===== src/rtl/i2c_slave.sv =====
// Byte-oriented I2C target clocked by PCLK: oversampled SCL/SDA, START/STOP detection,
// 7-bit address match, write bytes pushed to an RX FIFO, read bytes popped from a TX FIFO.
module i2c_slave #(
   parameter logic [6:0] SLV_ADDR    = 7'h50,
   parameter int         SYNC_STAGES = 2
) (
   input  logic       PCLK,
   input  logic       PRESETn,
   input  logic       enable,
   input  logic       scl_i,
   input  logic       sda_i,
   output logic       sda_o,
   input  logic [7:0] tx_data,
   input  logic       tx_empty,
   output logic       tx_rd,
   output logic [7:0] rx_data,
   input  logic       rx_full,
   output logic       rx_wr,
   output logic       busy,
   output logic       stop_det
);

   typedef enum logic [2:0] {
      ST_IDLE,
      ST_ADDR,
      ST_ADDR_ACK,
      ST_WR_DATA,
      ST_WR_ACK,
      ST_RD_DATA,
      ST_RD_ACK
   } state_e;

   logic [SYNC_STAGES-1:0] scl_sync_q, scl_sync_d;
   logic [SYNC_STAGES-1:0] sda_sync_q, sda_sync_d;
   logic                   scl_dly_q, scl_dly_d;
   logic                   sda_dly_q, sda_dly_d;

   state_e     state_q, state_d;
   logic [2:0] bit_cnt_q, bit_cnt_d;
   logic [7:0] shift_q, shift_d;
   logic       done_q, done_d;
   logic       rw_q, rw_d;
   logic       nack_q, nack_d;
   logic       sda_o_q, sda_o_d;
   logic       tx_rd_q, tx_rd_d;
   logic       rx_wr_q, rx_wr_d;
   logic [7:0] rx_data_q, rx_data_d;
   logic       stop_det_q, stop_det_d;

   logic scl_s, sda_s;
   logic scl_rise, scl_fall, start_ev, stop_ev;

   assign scl_s    = scl_sync_q[SYNC_STAGES-1];
   assign sda_s    = sda_sync_q[SYNC_STAGES-1];
   assign scl_rise = scl_s & ~scl_dly_q;
   assign scl_fall = ~scl_s & scl_dly_q;
   assign start_ev = scl_s & scl_dly_q & sda_dly_q & ~sda_s;
   assign stop_ev  = scl_s & scl_dly_q & ~sda_dly_q & sda_s;

   always_comb begin
      scl_sync_d = {scl_sync_q[SYNC_STAGES-2:0], scl_i};
      sda_sync_d = {sda_sync_q[SYNC_STAGES-2:0], sda_i};
      scl_dly_d  = scl_s;
      sda_dly_d  = sda_s;
      state_d    = state_q;
      bit_cnt_d  = bit_cnt_q;
      shift_d    = shift_q;
      done_d     = done_q;
      rw_d       = rw_q;
      nack_d     = nack_q;
      sda_o_d    = sda_o_q;
      rx_data_d  = rx_data_q;
      tx_rd_d    = 1'b0;
      rx_wr_d    = 1'b0;
      stop_det_d = 1'b0;

      // Bus conditions override any SCL edge seen in the same cycle.
      if (stop_ev) begin
         state_d    = ST_IDLE;
         sda_o_d    = 1'b1;
         stop_det_d = 1'b1;
         done_d     = 1'b0;
         nack_d     = 1'b0;
      end else if (start_ev) begin
         state_d   = ST_ADDR;
         bit_cnt_d = 3'd0;
         sda_o_d   = 1'b1;
         done_d    = 1'b0;
         nack_d    = 1'b0;
      end else begin
         case (state_q)
            ST_IDLE: sda_o_d = 1'b1;
            ST_ADDR, ST_WR_DATA: begin
               if (scl_rise) begin
                  shift_d   = {shift_q[6:0], sda_s};
                  bit_cnt_d = bit_cnt_q + 3'd1;
                  if (bit_cnt_q == 3'd7) done_d = 1'b1;
               end else if (scl_fall && done_q) begin
                  done_d = 1'b0;
                  if (state_q == ST_ADDR) begin
                     rw_d = shift_q[0];
                     if ((shift_q[7:1] != SLV_ADDR) || !enable || (shift_q[0] && tx_empty)) begin
                        state_d = ST_IDLE;
                        sda_o_d = 1'b1;
                     end else begin
                        state_d = ST_ADDR_ACK;
                        sda_o_d = 1'b0;
                     end
                  end else begin
                     state_d = ST_WR_ACK;
                     if (!rx_full) begin
                        rx_wr_d   = 1'b1;
                        rx_data_d = shift_q;
                        sda_o_d   = 1'b0;
                     end else begin
                        sda_o_d = 1'b1;
                        nack_d  = 1'b1;
                     end
                  end
               end
            end
            ST_ADDR_ACK: begin
               if (scl_fall) begin
                  bit_cnt_d = 3'd0;
                  done_d    = 1'b0;
                  if (rw_q) begin
                     tx_rd_d = 1'b1;
                     shift_d = tx_data;
                     sda_o_d = tx_data[7];
                     state_d = ST_RD_DATA;
                  end else begin
                     sda_o_d = 1'b1;
                     state_d = ST_WR_DATA;
                  end
               end
            end
            ST_WR_ACK: begin
               if (scl_fall) begin
                  sda_o_d   = 1'b1;
                  bit_cnt_d = 3'd0;
                  done_d    = 1'b0;
                  if (nack_q) begin
                     state_d = ST_IDLE;
                     nack_d  = 1'b0;
                  end else begin
                     state_d = ST_WR_DATA;
                  end
               end
            end
            ST_RD_DATA: begin
               if (scl_rise) begin
                  bit_cnt_d = bit_cnt_q + 3'd1;
                  if (bit_cnt_q == 3'd7) done_d = 1'b1;
               end else if (scl_fall) begin
                  if (done_q) begin
                     done_d  = 1'b0;
                     sda_o_d = 1'b1;
                     state_d = ST_RD_ACK;
                  end else begin
                     shift_d = {shift_q[6:0], 1'b0};
                     sda_o_d = shift_q[6];
                  end
               end
            end
            ST_RD_ACK: begin
               if (scl_rise) begin
                  if (sda_s) begin
                     state_d = ST_IDLE;
                     sda_o_d = 1'b1;
                  end else begin
                     done_d = 1'b1;
                  end
               end else if (scl_fall && done_q) begin
                  done_d    = 1'b0;
                  bit_cnt_d = 3'd0;
                  state_d   = ST_RD_DATA;
                  if (!tx_empty) begin
                     tx_rd_d = 1'b1;
                     shift_d = tx_data;
                     sda_o_d = tx_data[7];
                  end else begin
                     // Underrun: send all ones without popping.
                     shift_d = 8'hFF;
                     sda_o_d = 1'b1;
                  end
               end
            end
            default: begin
               state_d = ST_IDLE;
               sda_o_d = 1'b1;
            end
         endcase
      end
   end

   always_ff @(posedge PCLK or negedge PRESETn) begin
      if (!PRESETn) begin
         scl_sync_q <= '1;
         sda_sync_q <= '1;
         scl_dly_q  <= 1'b1;
         sda_dly_q  <= 1'b1;
         state_q    <= ST_IDLE;
         bit_cnt_q  <= 3'd0;
         shift_q    <= 8'h00;
         done_q     <= 1'b0;
         rw_q       <= 1'b0;
         nack_q     <= 1'b0;
         sda_o_q    <= 1'b1;
         tx_rd_q    <= 1'b0;
         rx_wr_q    <= 1'b0;
         rx_data_q  <= 8'h00;
         stop_det_q <= 1'b0;
      end else begin
         scl_sync_q <= scl_sync_d;
         sda_sync_q <= sda_sync_d;
         scl_dly_q  <= scl_dly_d;
         sda_dly_q  <= sda_dly_d;
         state_q    <= state_d;
         bit_cnt_q  <= bit_cnt_d;
         shift_q    <= shift_d;
         done_q     <= done_d;
         rw_q       <= rw_d;
         nack_q     <= nack_d;
         sda_o_q    <= sda_o_d;
         tx_rd_q    <= tx_rd_d;
         rx_wr_q    <= rx_wr_d;
         rx_data_q  <= rx_data_d;
         stop_det_q <= stop_det_d;
      end
   end

   assign sda_o    = sda_o_q;
   assign tx_rd    = tx_rd_q;
   assign rx_wr    = rx_wr_q;
   assign rx_data  = rx_data_q;
   assign stop_det = stop_det_q;
   assign busy     = (state_q != ST_IDLE);

endmodule


===== config.mk =====
export PLATFORM = sky130hd
export DESIGN_NAME = i2c_slave
export DESIGN_NICKNAME = d
export VERILOG_FILES = /design/src/rtl/i2c_slave.sv
export SDC_FILE = /design/constraint.sdc
export NUM_CORES = 1
export LEC_CHECK = 0
export ABC_AREA = 1
export CORE_ASPECT_RATIO = 1.75
export CORE_MARGIN = 5
export CORE_UTILIZATION = 25
export CTS_CLUSTER_SIZE = 30
export DETAILED_ROUTE_END_ITERATION = 8
export GPL_TIMING_DRIVEN = 0
export HOLD_SLACK_MARGIN = 0.03
export SLEW_MARGIN = 20
export SYNTH_ARGS = -nofsm -noshare
export SYNTH_HDL_FRONTEND = slang
export SYNTH_SLANG_ARGS = --single-unit

===== constraint.sdc =====
create_clock -name PCLK -period 3.15 [get_ports PCLK]
set_clock_uncertainty 0.15 [all_clocks]
set_input_delay 0.63 -clock PCLK [delete_from_list [all_inputs] [get_ports PCLK]]
set_output_delay 0.63 -clock PCLK [all_outputs]
set_load 0.005 [all_outputs]

==> results of run 1 <==
==> per-stage QoR <==
stage | util, % | cells
detailed placement | 30.4 | 433
CTS | 32.6 | 441
global placement | 30.2 | 432
floorplan | - | 288
finish | 32.6 | 441
global route | 32.6 | 441
==> report_power, final <==
part / leakage (uW) / internal [uW] / switching, uW
sequential: 0.000435 / 526 / 49.6
clock: 0.0000911 / 454 / 196
combinational: 0.000847 / 199 / 310
total: 0.00137 / 1180 / 556
==> Yosys cell counts (all sizes together), types with 2 or more instances <==
cell type / number / area share [%]
o211ai: 2 / 0.68
o31ai: 6 / 2.0
nand4: 6 / 2.4
inv: 33 / 5.8
o21ai: 27 / 7.7
dfrtp: 28 / 32
nand2: 90 / 17
a21oi: 4 / 1.1
nor2: 44 / 10
dfstp: 7 / 8.3
buf: 6 / 2.3
ha: 2 / 1.1
nand3: 27 / 7.4
==> cells by family after synthesis <==
logic type | share of synthesized area (%)
AND/OR/NAND/NOR | 38.1
AO/OA/AOI/OAI | 12.5
buffers and inverters | 8.17
flip-flops | 40.1
adder cells (fa/ha/maj) | 1.13
==> registers in the layout, summed over array words and instances, names as in the netlist <==
| register | cells |
|---|---|
| state_q | 3 |
| rx_data | 8 |
| bit_cnt_q | 3 |
| sda_o | 1 |
| scl_dly_q | 1 |
| sda_dly_q | 1 |
| stop_det | 1 |
| done_q | 1 |
| shift_q | 8 |
| nack_q | 1 |
| rw_q | 1 |
| scl_sync_q | 2 |
| rx_wr | 1 |
| tx_rd | 1 |
| sda_sync_q | 2 |
==> critical path, delay by kind of cell, from the launching register on <==
kind	cells	cell delay, ns
buffers and inverters	2	0.62
and+or+nand+nor	2	0.29
DFF	1	0.37
==> path summary, 6_finish.rpt <==
kind,start,endpoint,slack [ns],cells after the start
min reg2reg,scl_sync_q[0],scl_sync_q[1],0.21,0
max in group asynchronous,PRESETn,scl_sync_q[1],2.26,2
min in group PCLK,scl_sync_q[0],scl_sync_q[1],0.21,0
max reg2reg,sda_sync_q[1],shift_q[3],1.25,8
max,state_q[1],busy,0.79,4
min,PRESETn,bit_cnt_q[2],0.08,1
==> area by class of cell <==
type	instances	area, um^2	area share (%)
buffer	6	51.3	1.82
clock buffer	6	129	4.56
clock inverter	2	60.1	2.13
inverter	33	129	4.56
multi-input combinational	214	1140	40.3
sequential	35	885	31.3
tap	117	146	5.18
timing repair buffer	28	285	10.1
==> layer usage <==
layer / up-vias / global-route usage (%) / wire length (um)
li1: 1002 / - / -
met1: 918 / 12.1 / 2200
met2: 50 / 22.6 / 3480
met3: 18 / 1.88 / 185
met4: 0 / 7.99 / 303
met5: - / 0 / 0
==> impl_metrics.yaml, run 1 <==
global_route:
  antenna_found_initial: 0
  grt_pass1_wl_um: 10100
  grt_pass1_vias: 2021
  grt_max_degree: 27
  grt.total_usage_pct: 12.2
  grt.overflow.total: 0
yosys:
  synth_cell_types: 34
  syn_area_per_cell_um2: 7.65
  yosys_warnings: 0
  ys_seq_area_share_pct: 40.1
  syn_inst: 288
  synth_edf_count: 0
  syn_area_mm2: 0.00220
  async_flop_share_pct: 100
  ys_ff_latch: 35
  ys.flop_type: "dfrtp_1"
  syn_nets: 305
timing:
  max_slew_margin_pct: 76.9
  fin_tns_setup_ns: 0
  finalHoldViolCount: 0
  drv_slew: 0
  setup_viol: 0
  final.min_clock_period_ns: 2.36
  rsz0062_at_grt: "false"
  period_share_pct: 74.8
  fmaxAchievable_ghz: 0.424
  tightest_slew_ns: 0.345
  holdWs_ns: 0.0784
  finalWorstSetupSlack_ns: 0.792
place:
  place_area_mm2: 0.00264
  post-place-ws_ns: 1.05
  dp_hpwl_um: 4970
  io_buffers: 27
  gp_routability_congestion: 0.916
detailed_routing:
  dr.pass1.iters: 4
  via_count: 1988
  avgRoutedWirePerCell_um: 14.0
  drc: 0
  drt-total-wl_um: 6160
  first_iter_violations: 78
  ant_nets: 0
  vias_per_cell: 4.51
cells_and_area:
  area_delta_synth_final_pct: 28.1
  nNetsFinal: 340
  stdcell_area_mm2: 0.00283
  drive_above_1_share_pct: 22.2
  diodes: 0
  layout_common_cells: "81 x nand2_1, 32 x nor2_1, 28 x dfrtp_1"
  mostFrequentLayoutCell: "nand2_1"
  fillers: 959
hold_path:
  hp-class: "input pin to asynchronous set/reset pin"
floorplan:
  die-height_um: 134
  die_w_um: 81.0
  core_mm2: 0.00867
  num_rows: 45
  die-area_mm2: 0.0109
  start_util_pct: 25.4
  io-pin-count: 28
clocking:
  clkTransAtPathRegs_ns: 0.06
  h-tree-depth: 2
  insertion_delay_ns: 0.29
  ctsResizeCount: 0
  cts.sinks: 35
  cts_buffer_depth: 2
  cts_buffers: 5
  cts_tree: "done"
  postCtsHoldBufs: 0
  cts_root_buf: "clkbuf_16"
  postCtsSetupRepairBufs: 0
critical_path:
  slowest_stage: "clkdlybuf4s50_1"
  worstPathArrival_ns: 1.58
  end_kind: "output port"
  crit_path_max_fanout: 9
  cp-start-kind: "flip-flop"
  slowest_delay_ns: 0.47
  crit_required_ns: 2.37
  path_class: "flip-flop to output port"
  path_cells: "buf_6 > nor2_2 > nand2_1 > clkdlybuf4s50_1"
power_and_ir_drop:
  p_leak_uw: 0.00137
  total_power_uw: 1730
  vdd_ir_drop_max_mv: 0.274
  power.density_mw_per_mm2: 614
run:
  maxCapViolations: 0
outcome:
  status: "completed"
Note: power is estimated with default switching activity, not from simulation.
==> inputs of run 2 (changes only) <==
==> constraint.sdc (replaced) <==
create_clock -name PCLK -period 2.32 [get_ports PCLK]
set_clock_uncertainty 0.15 [all_clocks]
set_input_delay 0.464 -clock PCLK [delete_from_list [all_inputs] [get_ports PCLK]]
set_output_delay 0.464 -clock PCLK [all_outputs]
set_load 0.005 [all_outputs]
==> run 2 against run 1 <==
Clock power rose by 35%. Power rose by 36%. Sequential power rose by 36%.
==> impl_metrics.yaml, run 2 (synthesis results as in run 1) <==
outcome:
  status: "completed"
critical_path:
  path_cells: "buf_6 > nor2_2 > nand2_1 > clkdlybuf4s50_1"
  worstPathArrival_ns: 1.58
  end_kind: "output port"
  crit_required_ns: 1.71
  slowest_delay_ns: 0.47
  r2r_slack_ns: 0.42
  cp-start-kind: "flip-flop"
  r2r-start: "scl_dly_q"
  path_class: "flip-flop to output port"
  crit_start: "state_q[1]"
  path_delay_family: "buffers and inverters"
  critPathBufInv: 2
  slowest_stage: "clkdlybuf4s50_1"
  crit_path_max_fanout: 9
floorplan:
  num_rows: 45
  die_w_um: 81.0
  core_mm2: 0.00867
  die-height_um: 134
  die-area_mm2: 0.0109
  start_util_pct: 25.4
  io-pin-count: 28
cells_and_area:
  nNetsFinal: 341
  area_delta_synth_final_pct: 28.6
  layout_common_cells: "81 x nand2_1, 32 x nor2_1, 28 x dfrtp_1"
  diodes: 0
  final_util_pct: 32.7
  drive_above_1_share_pct: 22.2
  mostFrequentLayoutCell: "nand2_1"
  fillers: 959
global_route:
  grt_pass1_wl_um: 10100
  grt_pass1_vias: 2025
  antenna_found_initial: 0
  grt.total_usage_pct: 12.2
  grt_max_degree: 27
  grt.overflow.total: 0
clocking:
  ctsResizeCount: 0
  insertion_delay_ns: 0.28
  cts_tree: "done"
  cts.sinks: 35
  clkTransAtPathRegs_ns: 0.06
  cts_buffers: 5
  cts_buffer_depth: 2
  cts_root_buf: "clkbuf_16"
  h-tree-depth: 2
  postCtsSetupRepairBufs: 0
hold_path:
  hp-class: "flip-flop to flip-flop"
  hp-start: "scl_sync_q[0]"
place:
  io_buffers: 27
  gp_routability_congestion: 0.916
  dp_hpwl_um: 4970
  post-place-ws_ns: 0.385
detailed_routing:
  ant_nets: 0
  first_iter_violations: 84
  drt-total-wl_um: 6160
  vias_per_cell: 4.52
  drc: 0
  dr.pass1.iters: 4
  avgRoutedWirePerCell_um: 13.9
  via_count: 1998
timing:
  rsz0062_at_grt: "false"
  finalWorstSetupSlack_ns: 0.124
  final.min_clock_period_ns: 2.20
  period_share_pct: 94.7
  fmaxAchievable_ghz: 0.455
  drv_slew: 0
  finalHoldViolCount: 0
  setup_viol: 0
  tightest_slew_ns: 0.352
  max_slew_margin_pct: 76.5
power_and_ir_drop:
  p_leak_uw: 0.00138
  pwr-share-clk_pct: 37.4
  vdd_ir_drop_max_mv: 0.370
  total_power_uw: 2350
  p_int_uw: 1600
  power.density_mw_per_mm2: 830
  p_seq_share_pct: 33.2
  power.share.combinational_pct: 29.4
  swShare_pct: 31.9
  p_sw_uw: 751
run:
  maxCapViolations: 0
## run 2: routing by layer
| metal | GRT usage (%) | vias to the layer above | routed length, um |
|---|---|---|---|
| met1 | 12.1 | 937 | 2220 |
| met2 | 22.6 | 39 | 3480 |
| met4 | 7.99 | 0 | 304 |
| met5 | 0 | - | 0 |
| li1 | - | 1005 | - |
| met3 | 1.88 | 17 | 159 |
## run 2: path summary, 6_finish.rpt
| kind | cells after the start | end |
|---|---|---|
| hold / removal | 0 | scl_sync_q[1] |
| min in group asynchronous | 2 | bit_cnt_q[2] |
| hold reg to reg | 0 | scl_sync_q[1] |
| setup / recovery | 4 | busy |
| max in group asynchronous | 3 | scl_sync_q[1] |
| setup reg to reg | 9 | state_q[1] |
## run 2: power groups by stage
| stage | clock (uW) | combinational, uW | sequential [uW] |
|---|---|---|---|
| floorplan | 0 | 505 | 774 |
| global placement | 0 | 686 | 789 |
| detailed placement | 0 | 700 | 792 |
| CTS | 897 | 705 | 782 |
| global route | 920 | 786 | 793 |
| finish | 880 | 692 | 781 |
## run 2: area by class of cell
cell class                 instances  area (um^2)  share of cell area [%]
multi-input combinational        214         1140                    40.2
timing repair buffer              29          295                    10.4
clock inverter                     2         60.1                    2.12
tap                              117          146                    5.16
inverter                          33          129                    4.55
clock buffer                       6          129                    4.55
buffer                             6         51.3                    1.81
sequential                        35          885                    31.2
## run 2: repair_timing
item,in CTS,in global routing
hold buffers,1,0
hold endpoints to repair,6,0
setup endpoints to repair,0,0
## run 2: stage by stage
stage | hold slack (ns) | std cells | instance area, um^2 | TNS (ns)
floorplan | 0.0184 | 288 | 2200 | 0
global placement | 0.198 | 432 | 2620 | -7.04
detailed placement | 0.199 | 433 | 2640 | 0
CTS | 0.207 | 442 | 2840 | 0
global route | 0.208 | 442 | 2840 | 0
finish | 0.205 | 442 | 2840 | 0
